--- config.mk ---
export PLATFORM = sky130hd
export DESIGN_NAME = router_dest_fifo_flat
export DESIGN_NICKNAME = d
export VERILOG_FILES = /design/src/rtl/router_dest_fifo_if.sv /design/src/rtl/router_dest_fifo.sv /design/src/flat_wrapper.sv
export SDC_FILE = /design/constraint.sdc
export NUM_CORES = 1
export LEC_CHECK = 0
export ABC_AREA = 1
export BUFFER_PORTS_ARGS = -buffer_cell sky130_fd_sc_hd__buf_2
export CORE_ASPECT_RATIO = 1.1
export CORE_MARGIN = 5
export CORE_UTILIZATION = 50
export CTS_CLUSTER_SIZE = 10
export DETAILED_ROUTE_END_ITERATION = 12
export HOLD_SLACK_MARGIN = 0.06
export PLACE_DENSITY = 0.67
export RECOVER_POWER = 100
export SETUP_SLACK_MARGIN = 0.5
export SYNTH_ARGS = -nofsm -noshare
export SYNTH_HDL_FRONTEND = slang
export SYNTH_SLANG_ARGS = --single-unit
export TNS_END_PERCENT = 5
--- constraint.sdc ---
create_clock -name clock -period 3 [get_ports clock]
set_clock_uncertainty 0.15 [all_clocks]
set_input_delay 0.45 -clock clock [delete_from_list [all_inputs] [get_ports clock]]
set_output_delay 0.45 -clock clock [all_outputs]
set_load 0.03 [all_outputs]
--- src/rtl/router_dest_fifo_if.sv ---
// Handshake/data bundle between the router core, the destination FIFO and the destination reader.
// The FIFO uses the slave view; the driving side (core plus reader) uses the master view.
interface router_dest_fifo_if #(
    parameter int WIDTH = 8
) ();
    logic             write_enb;
    logic             lfd_state;
    logic [WIDTH-1:0] data_in;
    logic             read_enb;
    logic [WIDTH-1:0] data_out;
    logic             valid_out;
    logic             full;
    logic             empty;
    logic             soft_reset;

    modport slave (
        input  write_enb, lfd_state, data_in, read_enb,
        output data_out, valid_out, full, empty, soft_reset
    );

    modport master (
        output write_enb, lfd_state, data_in, read_enb,
        input  data_out, valid_out, full, empty, soft_reset
    );
endinterface

--- src/rtl/router_dest_fifo.sv ---
// Per-destination output FIFO of the router with header tagging and read-side packet tracking.
// Optional idle-timeout flush is enabled by defining ROUTER_DEST_FIFO_TIMEOUT_EN.
module router_dest_fifo #(
    parameter int DEPTH   = 16,
    parameter int WIDTH   = 8,
    parameter int TIMEOUT = 30
) (
    input logic               clock,
    input logic               resetn,
    router_dest_fifo_if.slave bus
);
    localparam int AW = $clog2(DEPTH);
    localparam int PW = WIDTH - 1;

    logic [WIDTH:0]   mem_q [DEPTH];
    logic [AW:0]      wrPtr_q, wrPtr_d;
    logic [AW:0]      rdPtr_q, rdPtr_d;
    logic [WIDTH-1:0] dataOut_q, dataOut_d;
    logic [PW-1:0]    pktCnt_q, pktCnt_d;
    logic [WIDTH:0]   rdEntry;
    logic             fullFlag;
    logic             emptyFlag;
    logic             doWrite;
    logic             doRead;
    logic             flush;

    assign fullFlag  = (wrPtr_q[AW-1:0] == rdPtr_q[AW-1:0]) && (wrPtr_q[AW] != rdPtr_q[AW]);
    assign emptyFlag = (wrPtr_q == rdPtr_q);
    assign doWrite   = bus.write_enb && !fullFlag;
    assign doRead    = bus.read_enb && !emptyFlag;
    assign rdEntry   = mem_q[rdPtr_q[AW-1:0]];

    assign bus.full      = fullFlag;
    assign bus.empty     = emptyFlag;
    assign bus.valid_out = !emptyFlag;
    assign bus.data_out  = dataOut_q;

`ifdef ROUTER_DEST_FIFO_TIMEOUT_EN
    localparam int TW = $clog2(TIMEOUT + 1);

    logic [TW-1:0] idleCnt_q, idleCnt_d;
    logic          softReset_q;
    logic          idle;

    assign idle           = !emptyFlag && !bus.read_enb;
    assign bus.soft_reset = softReset_q;

    always_comb begin
        idleCnt_d = '0;
        flush     = 1'b0;
        if (idle) begin
            if (idleCnt_q == TW'(TIMEOUT - 1)) begin
                flush = 1'b1;
            end else begin
                idleCnt_d = idleCnt_q + TW'(1);
            end
        end
    end

    always_ff @(posedge clock) begin
        if (!resetn) begin
            idleCnt_q   <= '0;
            softReset_q <= 1'b0;
        end else begin
            idleCnt_q   <= idleCnt_d;
            softReset_q <= flush;
        end
    end
`else
    assign flush          = 1'b0;
    assign bus.soft_reset = 1'b0;
`endif

    // A tagged entry always restarts the packet count, even mid-packet (truncation is silent).
    always_comb begin
        wrPtr_d   = wrPtr_q;
        rdPtr_d   = rdPtr_q;
        dataOut_d = dataOut_q;
        pktCnt_d  = pktCnt_q;
        if (doWrite) begin
            wrPtr_d = wrPtr_q + (AW+1)'(1);
        end
        if (doRead) begin
            rdPtr_d   = rdPtr_q + (AW+1)'(1);
            dataOut_d = rdEntry[WIDTH-1:0];
            if (rdEntry[WIDTH]) begin
                pktCnt_d = PW'(rdEntry[WIDTH-1:2]) + PW'(1);
            end else if (pktCnt_q != '0) begin
                pktCnt_d = pktCnt_q - PW'(1);
            end
        end
        if (flush) begin
            wrPtr_d   = '0;
            rdPtr_d   = '0;
            dataOut_d = '0;
            pktCnt_d  = '0;
        end
    end

    always_ff @(posedge clock) begin
        if (!resetn) begin
            wrPtr_q   <= '0;
            rdPtr_q   <= '0;
            dataOut_q <= '0;
            pktCnt_q  <= '0;
        end else begin
            wrPtr_q   <= wrPtr_d;
            rdPtr_q   <= rdPtr_d;
            dataOut_q <= dataOut_d;
            pktCnt_q  <= pktCnt_d;
        end
    end

    always_ff @(posedge clock) begin
        if (resetn && doWrite && !flush) begin
            mem_q[wrPtr_q[AW-1:0]] <= {bus.lfd_state, bus.data_in};
        end
    end
endmodule

--- src/flat_wrapper.sv ---
// flat-port wrapper written by rule: the top's interface ports become plain ports
module router_dest_fifo_flat 
#(
    parameter int DEPTH   = 16,
    parameter int WIDTH   = 8,
    parameter int TIMEOUT = 30
)
  (clock, resetn, bus_write_enb, bus_lfd_state, bus_data_in, bus_read_enb, bus_data_out, bus_valid_out, bus_full, bus_empty, bus_soft_reset);
  router_dest_fifo_if #(.WIDTH(WIDTH)) bus_i ();
  input logic clock;
  input logic resetn;
  input wire logic [$bits(bus_i.write_enb)-1:0] bus_write_enb;
  input wire logic [$bits(bus_i.lfd_state)-1:0] bus_lfd_state;
  input wire logic [$bits(bus_i.data_in)-1:0] bus_data_in;
  input wire logic [$bits(bus_i.read_enb)-1:0] bus_read_enb;
  output wire logic [$bits(bus_i.data_out)-1:0] bus_data_out;
  output wire logic [$bits(bus_i.valid_out)-1:0] bus_valid_out;
  output wire logic [$bits(bus_i.full)-1:0] bus_full;
  output wire logic [$bits(bus_i.empty)-1:0] bus_empty;
  output wire logic [$bits(bus_i.soft_reset)-1:0] bus_soft_reset;
  assign bus_i.write_enb = bus_write_enb;
  assign bus_i.lfd_state = bus_lfd_state;
  assign bus_i.data_in = bus_data_in;
  assign bus_i.read_enb = bus_read_enb;
  assign bus_data_out = bus_i.data_out;
  assign bus_valid_out = bus_i.valid_out;
  assign bus_full = bus_i.full;
  assign bus_empty = bus_i.empty;
  assign bus_soft_reset = bus_i.soft_reset;
  router_dest_fifo #(.DEPTH(DEPTH), .WIDTH(WIDTH), .TIMEOUT(TIMEOUT)) u_core (.clock(clock), .resetn(resetn), .bus(bus_i));
endmodule
==> out/metrics.cfg, run 1 <==
[placed_design]
gp_congestion=0.8671
hpwl_mm=8.484
port_buffers=22
place_ws_ns=0.4740

[finish]
synthToLayoutAreaGrowth_pct=13.80
antennaDiodeCount=0
regArea_um2=4205
drive_gt1_share_pct=7.759
fin_util_pct=57.77
multiInputGateArea_um2=1678
nFillCells=1113
nets=701

[power_and_ir_drop]
seqPwrFrac_pct=44.5
power_density_nw_per_um2=700.0
p_clk_share_pct=43.6
power_mw=5.091
p_leak_nw=3.007
peakVddDrop_mv=0.4411
power.internal_mw=3.824
swShare_pct=24.90
netSwitchingPower_mw=1.268
p_comb_share_pct=11.8

[synthesis]
yosysMostFrequentCell=nand2_1
synth_edf_count=128
synthArstFlopShare_pct=0
synth_nets=667
yosysTopAreaCellShare_pct=60.14
ys_top_cells_by_count=nand2_1 (147), edfxtp_1 (128), nor2_1 (98)
synth.area.top_cells=edfxtp_1 (60%), nand2_1 (8.6%), nor2_1 (5.8%)
synthCells=649
ys_ff_latch=146
synth.yosys.warnings=0
synthFlopType=edfxtp_1
synthDistinctLibCells=25
yosysTopAreaCell=edfxtp_1
syn_area_per_cell_um2=9.848
netlist_area_um2=6391
seq_area_frac_synth_pct=65.78

[grt]
grt_overflow=0
grt_pass1_vias=4191
grt_max_degree=68
groute.usage.overall_pct=18.87
antenna_found_initial=0
grt_pass1_wl_mm=22.18

[critical_path]
arrival_ns=2.56
cp.depth=10
worst-path-buf-inv=2
r2r_slack_ns=0.35
worst-setup-path-type=flop to flop
worstPathCellList=inv_1, nand2_1, nand2_1, nor2_1, nand3_1, nand2_2, nor2_1, nand2_1, nor2_1, clkbuf_1
rr_worst_depth=10
r2r-end=u_core.mem_q[10][4]
worstSetupEndpoint=u_core.mem_q[10][4]
crit_fanout=9
critPathLaunchType=flop
cp-startpoint=u_core.rdPtr_q[2]
max_stage_delay_ns=0.40
cp-end-kind=flop
reg2reg_from=u_core.rdPtr_q[2]
crit_path_top_delay_cell=clkbuf_1
critical-path-top-delay-family=simple AND/OR/NAND/NOR gates
required_ns=2.91

[clocking]
postCtsSetupRepairBufs=0
h-tree-depth=4
cts_sinks=146
cts_tree=yes
insertion_delay_ns=0.41
numCtsBuffers=17
holdBufCountCts=0
ctsResizeCount=1
cts.clk_slew.worst_paths_ns=0.06
cts-root-buf=clkbuf_16
clock_path_buffers=2

[sta]
setup_viol=0
slew-limit-headroom_pct=40.65
finalCriticalPeriod_ns=2.651
setup-tns-final_ns=0
fin_ws_ns=0.3486
fin_crit_sh_pct=88.38
worst_pin_slew_ns=0.8903
rsz0062_at_grt=true
timing.fmax_mhz=377.2
drv_slew=0
hold_viol=0

[hold_path]
min_delay_path_depth=3
min_path_type=primary input to flop
min-delay-start=resetn

[floorplanning]
core_area_um2=12590
initial_utilization_pct=50.77
die_w_um=117.8
rows=43
die_h_um=128.6
die-area_um2=15150
io_pins=25

[route]
vias=4368
routed_wl_mm=13.84
drc=0
drt-pass1-iter-count=5
wl_per_cell_um=16.22
ant_nets=0
drt_iter0_markers=411
viasPerCell=5.121

[outcome]
outcome=finished, final reports clean

[flow_run]
cap_violations=0

==> cells by family after synthesis <==
family,count (synthesis),synth area share (%)
simple gates,317,20.46
flops,146,65.78
buf+inv,123,7.850
compound gates,50,3.915
xor+xnor,7,0.9593
fa+ha+maj,5,0.9789
other cells,1,0.05868
==> placed cells by master (no fill, tap or decap), types with 2 or more instances in the layout <==
cell        count
clkinvlp_4      2
o21ai_1         2
clkbuf_1       28
nor2_1         98
buf_2           4
clkinv_2        3
inv_2           2
ha_1            5
clkinv_4        3
nand2_1       148
o21ai_0        34
edfxtp_1      128
xor2_1          5
inv_1          92
bufinv_16       4
clkbuf_16      17
xnor2_1         2
a21oi_1        14
dfxtp_1        17
nand3_1        67
buf_4          11
==> final cells by class <==
type,count,area share (%)
Sequential cell,146,57.82
Multi-Input combinational cell,380,23.07
Clock buffer,19,6.090
Inverter,95,4.903
Timing Repair Buffer,43,2.873
Tap cell,157,2.701
Clock inverter,13,2.546
==> power groups by stage <==
stage	registers, mW	logic (mW)	clock network [mW]
2_1_floorplan	2.34	0.403	0
3_3_place_gp	2.31	0.600	0
3_5_place_dp	2.31	0.609	0
4_1_cts	2.27	0.616	2.24
5_1_grt	2.27	0.677	2.34
6_report	2.27	0.603	2.22
==> worst min-delay path by stage <==
stage | end | slack [ns]
floorplan | u_core.rdPtr_q[3] | 0.32
global placement | u_core.rdPtr_q[3] | 0.34
detailed placement | u_core.rdPtr_q[3] | 0.34
CTS | u_core.rdPtr_q[0] | 0.17
global route | u_core.rdPtr_q[0] | 0.19
finish | u_core.rdPtr_q[0] | 0.18
==> routing by layer <==
| layer | vias up | GRT usage [%] | part of all wire [%] |
|---|---|---|---|
| li1 | 2155 | - | - |
| met1 | 2082 | 25.96 | 46 |
| met2 | 111 | 30.43 | 47 |
| met3 | 20 | 3.209 | 4.8 |
| met4 | 0 | 7.152 | 1.8 |
| met5 | - | 0 | 0 |
==> flip-flops by register name, summed over array words and instances (netlist names) <==
name / flops
u_core.rdPtr_q: 5
u_core.wrPtr_q: 5
u_core.mem_q: 128
u_core.bus.data_out: 8
==> per-stage QoR <==
stage | instance area, um^2 | hold slack (ns) | std cells
finish | 7273 | 0.1770 | 853
CTS | 7342 | 0.1692 | 853
global placement | 6711 | 0.3374 | 821
floorplan | 6391 | 0.3152 | 649
detailed placement | 6711 | 0.3406 | 821
global route | 7273 | 0.1914 | 853
==> tightest hold or removal path, cell delays in order <==
cell,delay (ns)
buf_2,0.14
o21ai_1,0.07
nor2_1,0.04
Note: power is estimated with default switching activity, not from simulation.
==> run 2, diff against run 1 <==
--- a/config.mk
+++ b/config.mk
@@ -15,7 +15,7 @@
 export HOLD_SLACK_MARGIN = 0.06
 export PLACE_DENSITY = 0.67
 export RECOVER_POWER = 100
-export SETUP_SLACK_MARGIN = 0.5
+export SETUP_SLACK_MARGIN = 0.2
 export SYNTH_ARGS = -nofsm -noshare
 export SYNTH_HDL_FRONTEND = slang
 export SYNTH_SLANG_ARGS = --single-unit
==> constraint.sdc (replaced) <==
create_clock -name clock -period 2.9 [get_ports clock]
set_clock_uncertainty 0.15 [all_clocks]
set_input_delay 0.435 -clock clock [delete_from_list [all_inputs] [get_ports clock]]
set_output_delay 0.435 -clock clock [all_outputs]
set_load 0.03 [all_outputs]
==> run 2 against run 1 <==
  * Power up 4.0%
  * Clock power up 5%
  * Wire length up 1.9%
  * Design area down 0.38%
  * Critical path depth down 1
  * Worst setup slack worse by 0.030 ns
  * Combinational power up 3%
  * Die area unchanged
  * First-iteration DRC count down 6.8%
  * Sequential power up 3%
  * Global-route usage up 0.38 points
  * Largest cell class unchanged
  * Highest routed layer unchanged
==> out/metrics.cfg, run 2 (synthesis results as in run 1) <==
[route]
viasPerCell=5.188
drt_iter0_markers=383
ant_nets=0
wl_per_cell_um=16.57
routed_wl_mm=14.10
vias=4415
drt-pass1-iter-count=5
drc=0

[finish]
synthToLayoutAreaGrowth_pct=13.37
final_common_cell=nand2_1
drive_gt1_share_pct=6.916
layout_common_cells=nand2_1 (149), edfxtp_1 (128), nor2_1 (97)
antennaDiodeCount=0
nets=699
nFillCells=1066
largest_register_ffs=128

[grt]
grt_util_met1_pct=25.70
grt_overflow=0
grt_max_degree=66
grt_pass1_wl_mm=22.65
antenna_found_initial=0
grt_use_met3_pct=4.088
grt.busiest_layer=met2
grt_pass1_vias=4329
groute.usage.overall_pct=19.25
grt_use_met2_pct=30.96

[sta]
hold_viol=0
setup-tns-final_ns=0
drv_slew=0
rsz0062_at_grt=true
slew-limit-headroom_pct=39.24
setup_viol=0
fin_crit_sh_pct=89.03
finalCriticalPeriod_ns=2.582
timing.fmax_mhz=387.3
worst_pin_slew_ns=0.9114

[critical_path]
required_ns=2.79
crit_path_top_delay_cell=nor2_1
critPathLaunchType=flop
arrival_ns=2.47
crit_top_cell=nand2_1
worst-setup-path-type=flop to flop
crit_fanout=9
cp-end-kind=flop
worstPathCellList=inv_1, nand2_1, nand2_1, nor2_2, nand3_2, nand2_1, nor2_1, nand2_1, nor2_1
max_stage_delay_ns=0.60

[clocking]
postCtsSetupRepairBufs=0
cts_tree=yes
h-tree-depth=4
insertion_delay_ns=0.42
clock_path_buffers=2
numCtsBuffers=17
cts.clk_slew.worst_paths_ns=0.07
cts-root-buf=clkbuf_16
cts_sinks=146

[floorplanning]
io_pins=25
die-area_um2=15150
die_h_um=128.6
die_w_um=117.8
initial_utilization_pct=50.77
rows=43
core_area_um2=12590

[placed_design]
gp_congestion=0.9079
port_buffers=22
hpwl_mm=8.591

[power_and_ir_drop]
p_leak_nw=2.971
peakVddDrop_mv=0.5212
power_mw=5.297
power_density_nw_per_um2=731.0

[flow_run]
cap_violations=0

[hold_path]
min_path_type=primary input to flop

[outcome]
outcome=finished, final reports clean

[run 2: repair_timing]
action | in CTS | in global routing
hold buffers | 0 | 0
endpoints found under the setup margin | 0 | 16
gates resized for setup | 0 | 1
endpoints found under the hold margin | 0 | 0
[run 2: final timing paths]
check,start,endpoint,slack [ns],depth (start not counted)
worst min-delay path,resetn,u_core.wrPtr_q[1],0.16,3
worst min register to register,u_core.wrPtr_q[4],u_core.wrPtr_q[4],0.37,2
worst max register to register,u_core.rdPtr_q[2],u_core.mem_q[12][0],0.32,9
worst max-delay path,u_core.rdPtr_q[2],u_core.mem_q[12][0],0.32,9
[run 2: stage by stage]
step                instance area [um^2]  setup WS (ns)  hold slack [ns]  utilization (%)  cells
finish                              7246         0.3183           0.1594            57.55    851
global route                        7246         0.1026           0.1673            57.55    851
floorplan                           6391         0.8279           0.3152                -    649
detailed placement                  6696         0.3208           0.3503            53.19    819
CTS                                 7330         0.3006           0.1432            58.22    851
global placement                    6696         0.4198           0.3309            53.19    819
[run 2: power breakdown]
group | internal, mW | leakage (nW) | switching, mW
combinational | 0.165 | 1.37 | 0.455
sequential | 2.32 | 1.30 | 0.0215
clock | 1.45 | 0.298 | 0.878
[run 2: critical path, delay by kind of cell (launching register included)]
| kind | cells | cell delay [ns] |
|---|---|---|
| AND/OR/NAND/NOR | 8 | 1.41 |
| flip-flops | 1 | 0.38 |
| buffers and inverters | 1 | 0.25 |
[run 2: layout make-up]
cell class                      count  area (um^2)  area share, %
Clock buffer                       18        429.2          5.923
Clock inverter                     14        203.9          2.815
Inverter                           95        356.6          4.921
Multi-Input combinational cell    380         1670          23.05
Sequential cell                   146         4205          58.04
Tap cell                          157        196.4          2.711
Timing Repair Buffer               41        183.9          2.538
[run 2: routing by layer]
layer / share of wire (%) / vias to the layer above
li1: - / 2153
met1: 45 / 2108
met2: 47 / 129
met3: 5.6 / 25
met4: 2.4 / 0
met5: 0 / -
